$ cat config.mk
export PLATFORM = sky130hd
export DESIGN_NAME = bus_arbiter
export DESIGN_NICKNAME = d
export VERILOG_FILES = /design/src/rtl/bus_arbiter.sv
export SDC_FILE = /design/constraint.sdc
export NUM_CORES = 1
export LEC_CHECK = 0
export BUFFER_PORTS_ARGS = -buffer_cell sky130_fd_sc_hd__buf_2
export CAP_MARGIN = 5
export CORE_UTILIZATION = 59
export CTS_BUF_LIST = sky130_fd_sc_hd__clkbuf_8
export DETAILED_ROUTE_END_ITERATION = 10
export GPL_TIMING_DRIVEN = 0
export MAX_ROUTING_LAYER = met4
export PLACE_DENSITY = 0.95
export RECOVER_POWER = 25
export SYNTH_ARGS = -nofsm -noshare
export SYNTH_HDL_FRONTEND = slang
export SYNTH_SLANG_ARGS = --single-unit
$ cat constraint.sdc
create_clock -name clk -period 3.1 [get_ports clk]
set_input_delay 0.62 -clock clk [delete_from_list [all_inputs] [get_ports clk]]
set_output_delay 0.62 -clock clk [all_outputs]
set_load 0.005 [all_outputs]
$ cat src/rtl/bus_arbiter.sv
// Round-robin bus arbiter for four cores: GRANT, SNOOP window, DATA, DONE.
// Optional DATA-state watchdog is enabled by defining BUS_ARB_TIMEOUT_EN.
module bus_arbiter #(
  parameter int SNOOP_CYCLES = 2,
  parameter int TIMEOUT      = 255
) (
  input  logic       clk,
  input  logic       rst,
  input  logic [3:0] req,
  input  logic [7:0] req_type,
  input  logic       mem_done,
  output logic [3:0] gnt,
  output logic [1:0] proc_ID,
  output logic       RdMs,
  output logic       WrMs,
  output logic       WrBk,
  output logic       busy,
  output logic       txn_done,
  output logic       err
);

  if (SNOOP_CYCLES < 1 || SNOOP_CYCLES > 15 ||
      TIMEOUT < 1 || TIMEOUT > 255) begin : g_bad_param
    $error("bus_arbiter: parameter out of range");
  end

  typedef enum logic [2:0] {
    IDLE, GRANT, SNOOP, DATA, DONE
  } state_t;

  state_t     state;
  logic [1:0] rr_ptr;
  logic [3:0] snoop_cnt;
  logic [3:0] elig;
  logic       found;
  logic [1:0] win;
  logic [1:0] idx;
  logic [1:0] cmd;

`ifdef BUS_ARB_TIMEOUT_EN
  localparam logic [7:0] TMO_LAST = 8'(TIMEOUT - 1);
  logic [7:0] wd_cnt;
`endif

  always_comb begin
    for (int i = 0; i < 4; i++)
      elig[i] = req[i] && (req_type[2*i +: 2] != 2'b11);
  end

  // Scan downward so the lowest offset from rr_ptr wins.
  always_comb begin
    found = 1'b0;
    win   = rr_ptr;
    idx   = rr_ptr;
    for (int k = 3; k >= 0; k--) begin
      idx = rr_ptr + 2'(k);
      if (elig[idx]) begin
        found = 1'b1;
        win   = idx;
      end
    end
    cmd = req_type[2*win +: 2];
  end

  always_ff @(posedge clk or posedge rst) begin
    if (rst) begin
      state     <= IDLE;
      rr_ptr    <= 2'd0;
      snoop_cnt <= 4'd0;
      gnt       <= 4'd0;
      proc_ID   <= 2'd0;
      RdMs      <= 1'b0;
      WrMs      <= 1'b0;
      WrBk      <= 1'b0;
      busy      <= 1'b0;
      txn_done  <= 1'b0;
      err       <= 1'b0;
`ifdef BUS_ARB_TIMEOUT_EN
      wd_cnt    <= 8'd0;
`endif
    end else begin
      txn_done <= 1'b0;
      err      <= 1'b0;
      unique case (state)
        IDLE: begin
          if (found) begin
            state   <= GRANT;
            gnt     <= 4'b0001 << win;
            proc_ID <= win;
            RdMs    <= (cmd == 2'b00);
            WrMs    <= (cmd == 2'b01);
            WrBk    <= (cmd == 2'b10);
            busy    <= 1'b1;
          end
        end
        GRANT: begin
          state     <= SNOOP;
          snoop_cnt <= 4'(SNOOP_CYCLES - 1);
        end
        SNOOP: begin
          if (snoop_cnt == 4'd0) begin
            state <= DATA;
`ifdef BUS_ARB_TIMEOUT_EN
            wd_cnt <= 8'd0;
`endif
          end else begin
            snoop_cnt <= snoop_cnt - 4'd1;
          end
        end
        DATA: begin
          if (mem_done) begin
            state    <= DONE;
            txn_done <= 1'b1;
          end
`ifdef BUS_ARB_TIMEOUT_EN
          else if (wd_cnt == TMO_LAST) begin
            state    <= DONE;
            txn_done <= 1'b1;
            err      <= 1'b1;
          end else begin
            wd_cnt <= wd_cnt + 8'd1;
          end
`endif
        end
        DONE: begin
          state   <= IDLE;
          rr_ptr  <= proc_ID + 2'd1;
          gnt     <= 4'd0;
          proc_ID <= 2'd0;
          RdMs    <= 1'b0;
          WrMs    <= 1'b0;
          WrBk    <= 1'b0;
          busy    <= 1'b0;
        end
        default: state <= IDLE;
      endcase
    end
  end

endmodule

# Yosys cells after proc, flatten, opt, wreduce, memory -nomap -nowiden
# Cells that the tools add are included.
[word_totals] regBits=20 word_cells=83
[classes] n_addsub=5 magnitude_cmp=4 n_eq_ne=14 shift=2 mux=36 reduce_logical=12
[ops] cell="inequality test 2 bit (second input constant)" count=8
[ops] cell="case mux 4 bit (2 select lines)" count=2
[ops] cell="2-to-1 mux 1 bit" count=14
[ops] cell="< comparator 2 x 3 -> 1 bit (second input constant)" count=4
[ops] cell="case mux 3 bit (4 select lines)" count=1
[ops] cell="2-to-1 mux 2 bit" count=5
[ops] cell="2-to-1 mux 3 bit" count=3
[ops] cell="binary-select mux 1 bit (select 2 bit)" count=4
[ops] cell="2-to-1 mux 4 bit" count=2
[ops] cell="case mux 1 bit (2 select lines)" count=4
[ops] cell="indexed part select 8 x 4 -> 2 bit" count=1
[ops] cell="equality test 3 x 2 -> 1 bit (second input constant)" count=2
[ops] cell="adder 2 x 1 -> 2 bit (second input constant)" count=2
[ops] cell="adder 2 bit (second input constant)" count=2
[ops] cell="logical AND 1 bit" count=4
[ops] cell="zero test 4 bit" count=1
[ops] cell="case mux 2 bit (2 select lines)" count=1
[ops] cell="AND reduction 2 bit" count=2
[ops] cell="nonzero test 2 bit" count=2
[ops] cell="left shift 1 x 2 -> 4 bit (first input constant)" count=1
[ops] cell="subtractor 4 x 1 -> 4 bit (second input constant)" count=1
[ops] cell="equality test 3 x 1 -> 1 bit (second input constant)" count=1
[ops] cell="equality test 3 bit (second input constant)" count=1
[ops] cell="zero test 3 bit" count=1
[ops] cell="other kinds (4)" count=4

# Logic depth before layout (Yosys ltp)
# Gate-level depths: netlist of the first run.
[logic_depth] depth_word=12 ltp_mapped=7

# Worst setup path before layout of the first run
# Ideal clock, no wire load.
[synth_path] path_type="input-to-reg" start="input req[3]" end="register RdMs" t_arrival_ns=2.099 required_time_ns=3.009 setup_slack_ns=0.910 stages=6 path_buffers=1 cell_sequence="a21boi_4 > and4b_1 > or4_1 > buf_2 > a2111o_1 > o221ai_1"
[synth_via] elab_chain_len=11 word_cells_on_any_way=23 cone_classes="eq/ne: 1; shift: 1; mux: 18; reduce/logical: 3"
[synth_rtl] item="start: declaration" line_no="9" source="input logic [3:0] req,"
[synth_rtl] item="logical AND 1 bit (*)" line_no="47" source="elig[i] = req[i] && (req_type[2*i +: 2] != 2'b11);"
[synth_rtl] item="binary-select mux 1 bit (select 2 bit)" line_no="57" source="if (elig[idx]) begin"
[synth_rtl] item="2-to-1 mux 1 bit (implied by the code)" line_no="57"
[synth_rtl] item="2-to-1 mux 2 bit (4 in series)" line_no="57"
[synth_rtl] item="indexed part select 8 x 4 -> 2 bit" line_no="62" source="cmd = req_type[2*win +: 2];"
[synth_rtl] item="zero test 2 bit" line_no="90" source="RdMs <= (cmd == 2'b00);"
[synth_rtl] item="2-to-1 mux 1 bit" line_no="86" source="if (found) begin"
[synth_rtl] item="case mux 1 bit (2 select lines)" line_no="84" source="unique case (state)"
[synth_rtl] item="end signal: assignment" line_no="90"
[synth_rtl] item="end: declaration" line_no="14" source="output logic RdMs,"
# Every way passes the cells marked *; elsewhere a longest branch is shown, timed or not. The select of a mux whose other input is x is not followed.
# A chain may end at the register's enable or synchronous reset.

# Final worst setup path of the first run
[layout_path] start="input req_type[4]" end="register RdMs"
[layout_via] elab_chain_len=12 word_cells_on_any_way=24 cone_classes="eq/ne: 2; shift: 1; mux: 18; reduce/logical: 3"
[layout_rtl] item="start: declaration" line_no="10" source="input logic [7:0] req_type,"
[layout_rtl] item="inequality test 2 bit" line_no="47"
[layout_rtl] item="logical AND 1 bit" line_no="47"
[layout_rtl] item="binary-select mux 1 bit (select 2 bit)" line_no="57"
[layout_rtl] item="2-to-1 mux 1 bit (implied by the code)" line_no="57"
[layout_rtl] item="2-to-1 mux 2 bit (4 in series)" line_no="57"
[layout_rtl] item="indexed part select 8 x 4 -> 2 bit" line_no="62"
[layout_rtl] item="zero test 2 bit" line_no="90"
[layout_rtl] item="2-to-1 mux 1 bit" line_no="86"
[layout_rtl] item="case mux 1 bit (2 select lines)" line_no="84"
# Parallel ways exist; a longest one is shown, timed or not. The select of a mux whose other input is x is not followed.

==> results of run 1 <==
[synthesized netlist by cell type]
cell,count
sky130_fd_sc_hd__dfrtp_1,20
sky130_fd_sc_hd__nor2_1,15
sky130_fd_sc_hd__nand2_1,10
sky130_fd_sc_hd__inv_1,8
sky130_fd_sc_hd__a21oi_1,6
sky130_fd_sc_hd__mux2i_1,5
sky130_fd_sc_hd__nor2b_1,4
sky130_fd_sc_hd__a21bo_2,3
sky130_fd_sc_hd__a22o_1,3
sky130_fd_sc_hd__nor3_1,3
sky130_fd_sc_hd__o21ai_0,3
sky130_fd_sc_hd__a21boi_0,2
sky130_fd_sc_hd__a22oi_1,2
sky130_fd_sc_hd__a32o_1,2
sky130_fd_sc_hd__and3_1,2
sky130_fd_sc_hd__clkbuf_1,2
sky130_fd_sc_hd__ha_1,2
sky130_fd_sc_hd__nand2b_1,2
sky130_fd_sc_hd__nor4b_1,2
sky130_fd_sc_hd__o221ai_1,2
sky130_fd_sc_hd__o22ai_1,2
sky130_fd_sc_hd__o311ai_0,2
sky130_fd_sc_hd__or4_1,2
sky130_fd_sc_hd__xor2_1,2
sky130_fd_sc_hd__a2111o_1,1
sky130_fd_sc_hd__a211o_1,1
sky130_fd_sc_hd__a211oi_1,1
sky130_fd_sc_hd__a21boi_4,1
sky130_fd_sc_hd__a21o_1,1
sky130_fd_sc_hd__and2_1,1
sky130_fd_sc_hd__and2b_1,1
sky130_fd_sc_hd__and4b_1,1
sky130_fd_sc_hd__buf_2,1
sky130_fd_sc_hd__buf_4,1
sky130_fd_sc_hd__conb_1,1
sky130_fd_sc_hd__mux2_2,1
sky130_fd_sc_hd__nor4_1,1
sky130_fd_sc_hd__o211ai_1,1
sky130_fd_sc_hd__o21ai_1,1
sky130_fd_sc_hd__xnor2_1,1
[layout make-up]
cell class | count | area [sq um]
buffer | 4 | 20.0
clock buffer | 4 | 55.1
fill | 125 | 418
inverter | 8 | 30.0
multi-input combinational | 90 | 603
sequential | 20 | 500
tap | 25 | 31.3
timing repair buffer | 25 | 125
[kinds of logic (layout without fill, tap and decap cells)]
family | count (synthesis) | count (layout) | share of synthesized area, %
AO/OA/AOI/OAI | 34 | 34 | 23.0
other | 1 | 1 | 0.325
buffers and inverters | 12 | 41 | 4.34
adder cells (fa/ha/maj) | 2 | 2 | 2.17
XOR/XNOR | 3 | 3 | 2.28
flip-flops | 20 | 20 | 43.4
AND/OR/NAND/NOR | 44 | 44 | 19.2
multiplexers | 6 | 6 | 5.31
[report_power, final]
group / leakage [uW] / switching, uW / internal, uW / total, uW
Clock: 0.0000288 / 83.1 / 113 / 196
Sequential: 0.000252 / 78.9 / 365 / 444
Combinational: 0.000401 / 280 / 218 / 498
[path summary, 6_finish.rpt]
kind                                 to
max in group asynchronous    proc_ID[1]
min in group clk           snoop_cnt[0]
max reg2reg                        RdMs
max                                RdMs
min reg2reg                snoop_cnt[0]
min                              gnt[2]
[stage by stage]
step / hold WS, ps / util (%) / std cells / cell area [sq um]
3_3_place_gp: 466 / 73.5 / 172 / 1310
3_5_place_dp: 491 / 73.5 / 172 / 1310
2_1_floorplan: 468 / - / 122 / 1150
6_report: 462 / 76.6 / 176 / 1370
4_1_cts: 496 / 76.6 / 176 / 1370
5_1_grt: 518 / 76.6 / 176 / 1370
[state kept, by name (all words and copies together) (netlist names)]
| signal | cells |
|---|---|
| RdMs | 1 |
| txn_done | 1 |
| state | 3 |
| WrMs | 1 |
| proc_ID | 2 |
| rr_ptr | 2 |
| busy | 1 |
| snoop_cnt | 4 |
| WrBk | 1 |
| gnt | 4 |
[metal layers]
metal  vias up  track usage, %
li1        499               -
met1       506            36.9
met2        38            44.5
met3         7            9.02
met4         0            13.5
met5         -               -
[worst max-delay path, delay by kind of cell]
family	cells	cell delay (ps)
simple gates	1	330
compound gates	4	1710
buf+inv	1	130
==> key figures, run 1 <==
Synthesis
  – Yosys warns: 0
  – Post-Synthesis Cell Area: 1150 sq um
  – Cells taking the most area after synthesis: sky130_fd_sc_hd__dfrtp_1 43%, sky130_fd_sc_hd__nor2_1 4.9%, sky130_fd_sc_hd__mux2i_1 4.3%
  – Post-Synthesis Net Count: 139
  – Proportion of synthesized chip area in sequential cells: 43.4%
  – Proportion of netlist area held by the largest area contributor: 43.4%
  – Cell count after synthesis: 122
  – Synth unique cells: 40
  – Top cell type by total area after synthesis: sky130_fd_sc_hd__dfrtp_1
  – Register bit count reported by yosys: 20
  – Synthesized area divided by synthesized cell count: 9.46 sq um

Layout
  – Final net count: 169
  – Number of inserted diodes: 0
  – Most common cell after layout, fill and taps aside: sky130_fd_sc_hd__buf_2
  – Area grow syn2layout: 18.3%
  – Fraction of final layout cells with drive strength greater than 1: 23.8%
  – Leading cell types in the layout, fill and taps excluded: 26 x sky130_fd_sc_hd__buf_2, 20 x sky130_fd_sc_hd__dfrtp_1, 15 x sky130_fd_sc_hd__nor2_1

Route
  – Post-detailed-route via-to-cell ratio: 5.97
  – Initial DRC count: 26
  – Routed wire per std cell: 14.5 microns
  – Residual DRC: 0
  – Total length of routed met3 wires: 158 microns
  – Highest metal layer with signal wires: met4
  – First-pass iteration count of the detailed router: 4
  – Met2 WL post-DR: 1250 microns
  – Via count: 1050
  – Wire length reported by the detailed router: 2550 microns
  – DRT antenna net count: 0
  – Wire length on met1: 1080 microns

Clock network
  – # clock sinks: 20
  – Total number of H-tree levels: 1
  – Clock buffers created by TritonCTS: 3
  – Buffer cell driving the clock tree root: sky130_fd_sc_hd__clkbuf_8
  – TritonCTS clock tree: done
  – Cts hold-fix bufs: 0
  – Clock-pin slew of the registers on the worst-case setup and hold paths: 70 ps
  – Largest buffer count on any clock path: 2
  – Number of resized instances in the post-cts repair step: 0
  – Post-CTS repair timing setup buffer count: 0
  – Later-pin clock latency in the skew report: 260 ps

Placed design
  – Estimated wirelength of the detail-placed design: 1940 microns
  – Weighted congestion reported at the end of routability-driven placement: 0.895
  – Input/output buffers: 25
  – Worst slack, placed: 338 ps

Setup path
  – Type of element capturing the critical path: flop
  – Critical path required time: 3270 ps
  – Longest individual stage delay on the worst path: 950 ps
  – Count of cells along the worst register-to-register path: 5
  – Register-to-register path setup slack: 840 ps
  – Class of the most critical setup path: in2reg
  – Crit-path cells: buf_2 -> a21boi_0 -> a21oi_1 -> o311ai_0 -> nand2_1 -> o221ai_1
  – Worst setup SP type: input port
  – Arrival time worst endpoint: 2790 ps
  – CP startpoint: req_type[4]
  – Cell with the largest stage delay on the worst path: sky130_fd_sc_hd__o311ai_0
  – Top fanout value on the critical path: 6
  – Critical register-to-register path startpoint: rr_ptr[1]

Timing
  – Fraction of the cycle the final worst path needs: 84.4%
  – Setup WS post-layout: 484 ps
  – Final-report max-slew violation count: 0
  – Setup violation total in the final timing report: 0
  – Total count of hold-check failures in the final report: 0
  – Crit path time final: 2620 ps
  – Setup TNS after final layout: 0 ps
  – Setup repair after global routing missed its margin: no
  – FMAX: 0.382 GHz
  – Normalized max-slew margin: 21.7%
  – Transition time of the tightest slew-check pin: 1160 ps
  – Worst clock skew on the final layout: 0.728 ps

Floorplanning
  – X dimension of the die: 46.2 microns
  – Area inside the core boundary: 1780 sq um
  – Die Span Y: 46.2 microns
  – # IOs: 27
  – Die ar.: 2140 sq um
  – Number of core rows: 15
  – Starting density of the core: 64.7%

GRT
  – Wire length of the first global-routing pass: 4210 microns
  – Initial antenna violation count: 0
  – Vias in the first global route: 931
  – Pin count of the biggest net entering global routing: 21
  – GR Overflow Total: 0
  – Overall routing resource usage: 29.8%

Pwr
  – Max rail drop VDD: 0.543 mV
  – Power density of the placed cells: 833 nW/um^2
  – Power after layout: 1140 uW
  – Leakage power figure: 0.000682 uW

Job
  – Count of maximum capacitance violations: 0

Min path
  – Min-delay worst type: in2async

Run status
  – Result of the run: finished, final reports clean
(Power assumes the default switching activity.)
==> run 2: changes to the inputs <==
--- a/config.mk
+++ b/config.mk
@@ -5,14 +5,15 @@
 export SDC_FILE = /design/constraint.sdc
 export NUM_CORES = 1
 export LEC_CHECK = 0
+export ABC_AREA = 1
 export BUFFER_PORTS_ARGS = -buffer_cell sky130_fd_sc_hd__buf_2
 export CAP_MARGIN = 5
-export CORE_UTILIZATION = 59
+export CORE_UTILIZATION = 56
 export CTS_BUF_LIST = sky130_fd_sc_hd__clkbuf_8
 export DETAILED_ROUTE_END_ITERATION = 10
 export GPL_TIMING_DRIVEN = 0
 export MAX_ROUTING_LAYER = met4
-export PLACE_DENSITY = 0.95
+export PLACE_DENSITY = 0.9
 export RECOVER_POWER = 25
 export SYNTH_ARGS = -nofsm -noshare
 export SYNTH_HDL_FRONTEND = slang
==> constraint.sdc (replaced) <==
create_clock -name clk -period 2.6 [get_ports clk]
set_input_delay 0.52 -clock clk [delete_from_list [all_inputs] [get_ports clk]]
set_output_delay 0.52 -clock clk [all_outputs]
set_load 0.005 [all_outputs]
==> run 2 against run 1 <==
Core utilization shrank 7.3 points. Routed wire length is 14% higher. Total power up 72%. First-iteration DRC count is 27% higher. Combinational power increased by 140%. Area after synthesis is 13% higher. Critical path depth is 11 higher. Critical path type is now reg2reg. Highest routed layer unchanged.
==> key figures, run 2 <==
Clock network
  – Clock-pin slew of the registers on the worst-case setup and hold paths: 70 ps (about the same)
  – Total number of H-tree levels: 1 (unchanged)
  – Clock buffers created by TritonCTS: 3 (unchanged)
  – Largest buffer count on any clock path: 2 (unchanged)
  – Cts hold-fix bufs: 0 (unchanged)
  – Buffer cell driving the clock tree root: sky130_fd_sc_hd__clkbuf_8
  – Later-pin clock latency in the skew report: 260 ps (about the same)
  – # clock sinks: 20 (unchanged)
  – Number of resized instances in the post-cts repair step: 0 (unchanged)
  – TritonCTS clock tree: done
  – Post-CTS repair timing setup buffer count: 0 (unchanged)

Layout
  – Final instance area: 1520 sq um (+11%)
  – Fraction of final layout cells with drive strength greater than 1: 22.7% (-1.1 points)
  – Number of inserted diodes: 0 (unchanged)
  – Util after Layout: 69.2% (-7.3 points)
  – Final net count: 229 (+36%)
  – Most common cell after layout, fill and taps aside: sky130_fd_sc_hd__nand2_1
  – Filler cells: 174 (+39%)
  – Largest registers: gnt x4, snoop_cnt x4, state x3
  – Leading cell types in the layout, fill and taps excluded: 54 x sky130_fd_sc_hd__nand2_1, 28 x sky130_fd_sc_hd__nand3_1, 26 x sky130_fd_sc_hd__buf_2
  – Area grow syn2layout: 16.5%

Route
  – Routed wire per std cell: 12.2 microns (-16%)
  – Initial DRC count: 33 (+27%)
  – DRT antenna net count: 0 (unchanged)
  – Via count: 1306 (+24%)
  – Residual DRC: 0 (unchanged)
  – First-pass iteration count of the detailed router: 4 (unchanged)
  – Wire length reported by the detailed router: 2920 microns (+14%)
  – Post-detailed-route via-to-cell ratio: 5.46 (-8.4%)

Run status
  – Result of the run: finished, final reports clean

GRT
  – Initial antenna violation count: 0 (unchanged)
  – Vias in the first global route: 1228 (+32%)
  – Wire length of the first global-routing pass: 5130 microns (+22%)
  – GR Overflow Total: 0 (unchanged)
  – Pin count of the biggest net entering global routing: 21 (unchanged)
  – Overall routing resource usage: 27.1% (-2.7 points)

Synthesis
  – Proportion of netlist area held by the largest area contributor: 38.5% (-4.9 points)
  – Register bit count reported by yosys: 20 (unchanged)
  – Top cell type by total area after synthesis: sky130_fd_sc_hd__dfrtp_1
  – Synthesized-area fraction occupied by ao, oa, aoi and oai cells: 8.65% (-14 points)
  – EDFF count, synth: 0 (unchanged)
  – Cell count after synthesis: 182 (+49%)
  – Combinational family with the most area after synthesis: simple AND/OR/NAND/NOR gates
  – Share of synthesized area spent on multiplexers: 0% (-5.3 points)
  – Most used flip-flop cell after synthesis: sky130_fd_sc_hd__dfrtp_1
  – Post-Synthesis Cell Area: 1300 sq um (+13%)
  – Cells taking the most area after synthesis: sky130_fd_sc_hd__dfrtp_1 38%, sky130_fd_sc_hd__nand2_1 16%, sky130_fd_sc_hd__nand3_1 11%
  – Share of synthesized registers carrying an async set or reset: 100% (unchanged)
  – Leading cell type by number of instances after synthesis: sky130_fd_sc_hd__nand2_1
  – Synth unique cells: 31 (-23%)
  – Adder-Cell Fraction of Synth Area: 1.92% (-0.25 points)
  – Proportion of synthesized chip area in sequential cells: 38.5% (-4.9 points)
  – Synthesized area divided by synthesized cell count: 7.15 sq um (-24%)
  – Yosys warns: 0 (unchanged)
  – Xor-xnor portion of the synthesized cell area: 0.673% (-1.6 points)
  – Share of synthesized cell area in and, or, nand and nor gates: 40.9% (+22 points)
  – Most used standard cells in the synthesized netlist: 54 x sky130_fd_sc_hd__nand2_1, 28 x sky130_fd_sc_hd__nand3_1, 20 x sky130_fd_sc_hd__dfrtp_1, 20 x sky130_fd_sc_hd__inv_1, 11 x sky130_fd_sc_hd__o21ai_0
  – Post-Synthesis Net Count: 199 (+43%)

Timing
  – Setup violation total in the final timing report: 0 (unchanged)
  – Normalized max-slew margin: 49.9% (+28 points)
  – Fraction of the cycle the final worst path needs: 74.8%
  – Transition time of the tightest slew-check pin: 750 ps (-409 ps)
  – Setup repair after global routing missed its margin: no
  – Final-report max-slew violation count: 0 (unchanged)
  – FMAX: 0.514 GHz
  – Crit path time final: 1950 ps
  – Setup TNS after final layout: 0 ps (unchanged)
  – Total count of hold-check failures in the final report: 0 (unchanged)
  – Worst clock skew on the final layout: 0.859 ps (+0.131 ps)

Placed design
  – Weighted congestion reported at the end of routability-driven placement: 0.866 (-3.2%)
  – Estimated wirelength of the detail-placed design: 2330 microns (+20%)
  – Placement-stage cell area: 1460 sq um (+12%)
  – Input/output buffers: 25 (unchanged)

Floorplanning
  – Starting density of the core: 59.4% (-5.3 points)
  – # IOs: 27 (unchanged)
  – Number of core rows: 17 (+2)
  – Area inside the core boundary: 2190 sq um (+23%)
  – X dimension of the die: 50.2 microns (+8.6%)
  – Die Span Y: 50.2 microns (+8.6%)
  – Die ar.: 2520 sq um (+18%)

Setup path
  – Most used cell along the critical path: sky130_fd_sc_hd__nand2_1
  – Longest individual stage delay on the worst path: 380 ps (-570 ps)
  – Worst setup SP type: flop
  – Cell with the largest stage delay on the worst path: sky130_fd_sc_hd__dfrtp_1
  – Top fanout value on the critical path: 9 (+3)
  – Critical register-to-register path startpoint: rr_ptr[0]
  – Arrival time worst endpoint: 2090 ps (-700 ps)
  – Critical path required time: 2750 ps (-520 ps)
  – Crit-path cells: buf_6 -> inv_6 -> nand3_1 -> nand2_1 -> nand2_1 -> nand2_2 -> inv_2 -> nand2_1 -> nand3_1 -> nand2_2 -> nand2_4 -> nor2_2 -> nand2_1 -> nand2_1 -> nor2_2 -> nand3_1 -> nand2_1
  – CP startpoint: rr_ptr[0]
  – Type of element capturing the critical path: flop
  – Class of the most critical setup path: reg2reg

Pwr
  – Max rail drop VDD: 1.09 mV (+100%)
  – Power density of the placed cells: 1290 nW/um^2 (+55%)
  – Leakage power figure: 0.000840 uW (+23%)

Job
  – Count of maximum capacitance violations: 0 (unchanged)

Min path
  – Min-delay worst type: in2async
[run 2: changes by cell type in the layout (fill, tap and decap cells not counted), sizes merged, moves of 3 or more]
cell    change
nand3      +31
nand2      +51
nor2b       -4
a22o        -3
nor2        -7
o21ai      +10
a21boi      -3
a21bo       -3
mux2i       -5
a21oi       -4
nand3b      +3
inv        +15
[run 2: layout make-up]
class                   instances  area, sq um  share of cell area, %
plain buffers                   3         23.8                   1.57
well taps                      28         35.0                   2.31
clock buffers                   4         55.1                   3.63
multi-input cells             135          682                   45.0
repair buffers                 25          125                   8.25
flip-flops and latches         20          500                   33.0
inverters                      24         95.1                   6.27
[run 2: path summary, 6_finish.rpt]
kind | end | slack (ps) | depth (start not counted)
worst min register to register | busy | 490 | 2
worst min-delay path | busy | 380 | 2
max in group asynchronous | rr_ptr[1] | 1750 | 2
worst max register to register | RdMs | 650 | 17
min in group clk | busy | 490 | 2
worst max-delay path | RdMs | 650 | 17
[run 2: power breakdown]
group	leakage [uW]	switching, uW	internal [uW]	total [uW]
Sequential	0.000254	80.3	434	515
Combinational	0.000557	795	417	1210
Clock	0.0000288	99.3	135	234
Total	0.000840	975	986	1960
[run 2: routing by layer]
metal / routed length (microns) / vias to the layer above / track usage, %
met5: 0 / - / -
met4: 18 / 0 / 4.76
met3: 155 / 4 / 7.27
met2: 1530 / 42 / 46.0
met1: 1210 / 605 / 32.3
li1: - / 655 / -
[run 2: cell families (layout without fill, tap and decap cells)]
group / count (synthesis) / after routing
compound gates: 20 / 20
xor+xnor: 1 / 1
fa+ha+maj: 2 / 2
buf+inv: 27 / 56
flops: 20 / 20
other cells: 1 / 1
simple gates: 111 / 111
[run 2: through the flow]
step                      total power, uW  worst slack [ps]  std cells  hold WS [ps]
after global routing                 2160               442        239           456
final                                1960               654        239           383
after global placement               1640               642        235           464
after detailed placement             1720               536        235           476
after CTS                            1960               676        239           404
after floorplan                      1430               892        182           449
[run 2: worst max-delay path, delay by kind of cell, from the launching register on]
family | cells | cell delay (ps)
flip-flops | 1 | 380
AND/OR/NAND/NOR | 14 | 1190
buffers and inverters | 3 | 280
==> run 3: changes to the inputs <==
==> constraint.sdc (replaced) <==
create_clock -name clk -period 1.9 [get_ports clk]
set_input_delay 0.38 -clock clk [delete_from_list [all_inputs] [get_ports clk]]
set_output_delay 0.38 -clock clk [all_outputs]
set_load 0.005 [all_outputs]
==> run 3 against run 2 <==
The run now ends with setup timing left. First-iteration DRC count rose to 3.0 times the previous value. Routed wire length is 47% higher. Sequential power is 41% higher. Sequential share of layout area fell by 5.2 points. Total power is 82% higher. Design area rose by 19%. Clock skew is 2.1 ps higher. Clock-buffer cell count stayed put. Global-route usage up 2.5 points. Hold slack got worse by 150 ps. Clock power rose by 40%. Flip-flop and latch count is the same. Critical endpoint unchanged. Largest cell class unchanged.
==> key figures, run 3 (synthesis gave the netlist of run 2 again) <==
Pwr
  – Net Sw Power: 1860 uW (+91%)
  – Net switching share of the total power: 52.1% (+2.3 points)
  – Internal power: 1710 uW (+74%)
  – Clock network fraction of design power: 9.1% (-2.8 points)
  – Leakage power figure: 0.000947 uW (+13%)
  – Logic pwr share: 70.5% (+8.7 points)
  – Max rail drop VDD: 1.63 mV (+49%)
  – Proportion of power drawn by flip-flops and latches: 20.4% (-5.8 points)
  – Power density of the placed cells: 1980 nW/um^2 (+53%)

Floorplanning
  – Number of core rows: 17 (unchanged)
  – Area inside the core boundary: 2190 sq um (unchanged)
  – Die Span Y: 50.2 microns (unchanged)
  – X dimension of the die: 50.2 microns (unchanged)
  – Die ar.: 2520 sq um (unchanged)
  – Starting density of the core: 59.4% (unchanged)
  – # IOs: 27 (unchanged)

Run status
  – Failing checks: setup timing
  – Result of the run: finished with violations

Setup path
  – Crit-path cells: buf_6 -> clkinv_8 -> nand3_2 -> nand2_2 -> nand2_4 -> nand2_4 -> inv_4 -> nand2_2 -> nand3_2 -> nand2_4 -> buf_6 -> nand3b_1 -> nand2_1 -> nand2_1 -> nand2_2 -> nand3_2 -> nand2_2
  – Type of element capturing the critical path: flop
  – Critical register-to-register path startpoint: rr_ptr[0]
  – Critical path required time: 2100 ps (-650 ps)
  – Cell with the largest stage delay on the worst path: sky130_fd_sc_hd__dfrtp_1
  – Worst setup SP type: flop
  – Most used cell along the critical path: sky130_fd_sc_hd__nand2_2
  – Class of the most critical setup path: reg2reg
  – Top fanout value on the critical path: 8 (-1)
  – CP startpoint: rr_ptr[0]
  – Arrival time worst endpoint: 2230 ps (+140 ps)
  – Longest individual stage delay on the worst path: 390 ps (about the same)

Min path
  – Min-delay worst type: in2async

Timing
  – Worst clock skew on the final layout: 2.93 ps (+2.07 ps)
  – Fraction of the cycle the final worst path needs: 107% (+32 points)
  – FMAX: 0.493 GHz (-4.0%)
  – Setup repair after global routing missed its margin: yes
  – Setup WS post-layout: -128 ps (-782 ps)
  – Crit path time final: 2030 ps (+82.0 ps)
  – Transition time of the tightest slew-check pin: 735 ps (-14.8 ps)
  – Final-report max-slew violation count: 0 (unchanged)
  – Normalized max-slew margin: 50.9% (+0.99 points)
  – Total count of hold-check failures in the final report: 0 (unchanged)
  – Setup violation total in the final timing report: 4 (+4)

Route
  – Routed wire per std cell: 17.1 microns (+41%)
  – Via count: 1529 (+17%)
  – Post-detailed-route via-to-cell ratio: 6.12 (+12%)
  – DRT antenna net count: 0 (unchanged)
  – First-pass iteration count of the detailed router: 5 (+1)
  – Residual DRC: 0 (unchanged)
  – Wire length reported by the detailed router: 4290 microns (+47%)
  – Initial DRC count: 99 (+200%)

Layout
  – Number of inserted diodes: 0 (unchanged)
  – Final instance area: 1810 sq um (+19%)
  – Most common cell after layout, fill and taps aside: sky130_fd_sc_hd__nand2_1
  – Area grow syn2layout: 38.8%
  – Util after Layout: 82.5% (+13 points)
  – Largest registers: gnt x4, snoop_cnt x4, state x3
  – Leading cell types in the layout, fill and taps excluded: 35 x sky130_fd_sc_hd__nand2_1, 25 x sky130_fd_sc_hd__buf_2, 19 x sky130_fd_sc_hd__dfrtp_1
  – Final net count: 240 (+4.8%)
  – Fraction of final layout cells with drive strength greater than 1: 42.8% (+20 points)

Clock network
  – Clock-pin slew of the registers on the worst-case setup and hold paths: 70 ps (about the same)
  – Total number of H-tree levels: 1 (unchanged)
  – TritonCTS clock tree: done
  – # clock sinks: 20 (unchanged)
  – Buffer cell driving the clock tree root: sky130_fd_sc_hd__clkbuf_8
  – Later-pin clock latency in the skew report: 260 ps (about the same)
  – Clock buffers created by TritonCTS: 3 (unchanged)
  – Cts hold-fix bufs: 0 (unchanged)
  – Largest buffer count on any clock path: 2 (unchanged)

GRT
  – Initial antenna violation count: 0 (unchanged)
  – Wire length of the first global-routing pass: 5560 microns (+8.5%)
  – Vias in the first global route: 1291 (+5.1%)
  – Pin count of the biggest net entering global routing: 21 (unchanged)
  – GR Overflow Total: 0 (unchanged)
  – Overall routing resource usage: 29.6% (+2.5 points)

Job
  – Count of maximum capacitance violations: 0 (unchanged)

Placed design
  – Input/output buffers: 25 (unchanged)
  – Estimated wirelength of the detail-placed design: 2330 microns (unchanged)
  – Weighted congestion reported at the end of routability-driven placement: 0.866 (unchanged)
  – Placement-stage cell area: 1460 sq um (unchanged)
-- run 3: cell types whose count changed in the layout (fill, tap and decap cells not counted), sizes merged --
cell and change:
clkinv +1, inv -1, buf +11
-- run 3: routing by layer --
layer  track usage, %  vias to the layer above  part of all wire (%)
li1                 -                      675                     -
met1             35.8                      715                    36
met2             48.0                      100                    49
met3             7.27                       39                   7.8
met4             10.0                        0                   7.1
met5                -                        -                     0
-- run 3: final timing paths --
kind	endpoint	slack [ps]	cells past startpoint
max	RdMs	-130	17
min	gnt[3]	230	2
max reg2reg	RdMs	-130	17
min reg2reg	busy	490	2
max in group asynchronous	rr_ptr[1]	1160	2
min in group clk	txn_done	380	3
-- run 3: power by group through the flow --
stage                     clock [uW]  sequential, uW  combinational, uW
after global placement             0             698               1550
after global routing             344             739               2690
after floorplan                    0             699               1250
after CTS                        327             703               1830
final                            327             728               2520
after detailed placement           0             710               1640
-- run 3: timing repair --
| item | CTS | global route |
|---|---|---|
| setup endpoints to repair | 1 | 9 |
| gates resized for setup | 9 | 47 |
| pin swaps | 9 | 21 |
| buffers inserted | 5 | 6 |
-- run 3: through the flow --
stage               hold slack (ps)  TNS, ps  total power (uW)  setup WS, ps  cells
finish                          231     -224              3580          -128    250
global route                    308     -705              3780          -190    250
CTS                             264        0              2860          8.47    244
detailed placement              476    -24.5              2350         -24.5    235
global placement                464        0              2250          81.7    235
floorplan                       344        0              1950           231    182
-- run 3: final cells by class --
cell class	count	area, sq um
clock buffers	4	55.1
flip-flops and latches	20	502
inverters	24	108
multi-input cells	135	870
plain buffers	3	26.3
fillers	128	384
well taps	28	35.0
repair buffers	36	211
-- run 3: worst max-delay path, delay by kind of cell, from the launching register on --
kind	cells	cell delay [ps]
simple gates	13	1200
buf+inv	4	390
flops	1	390
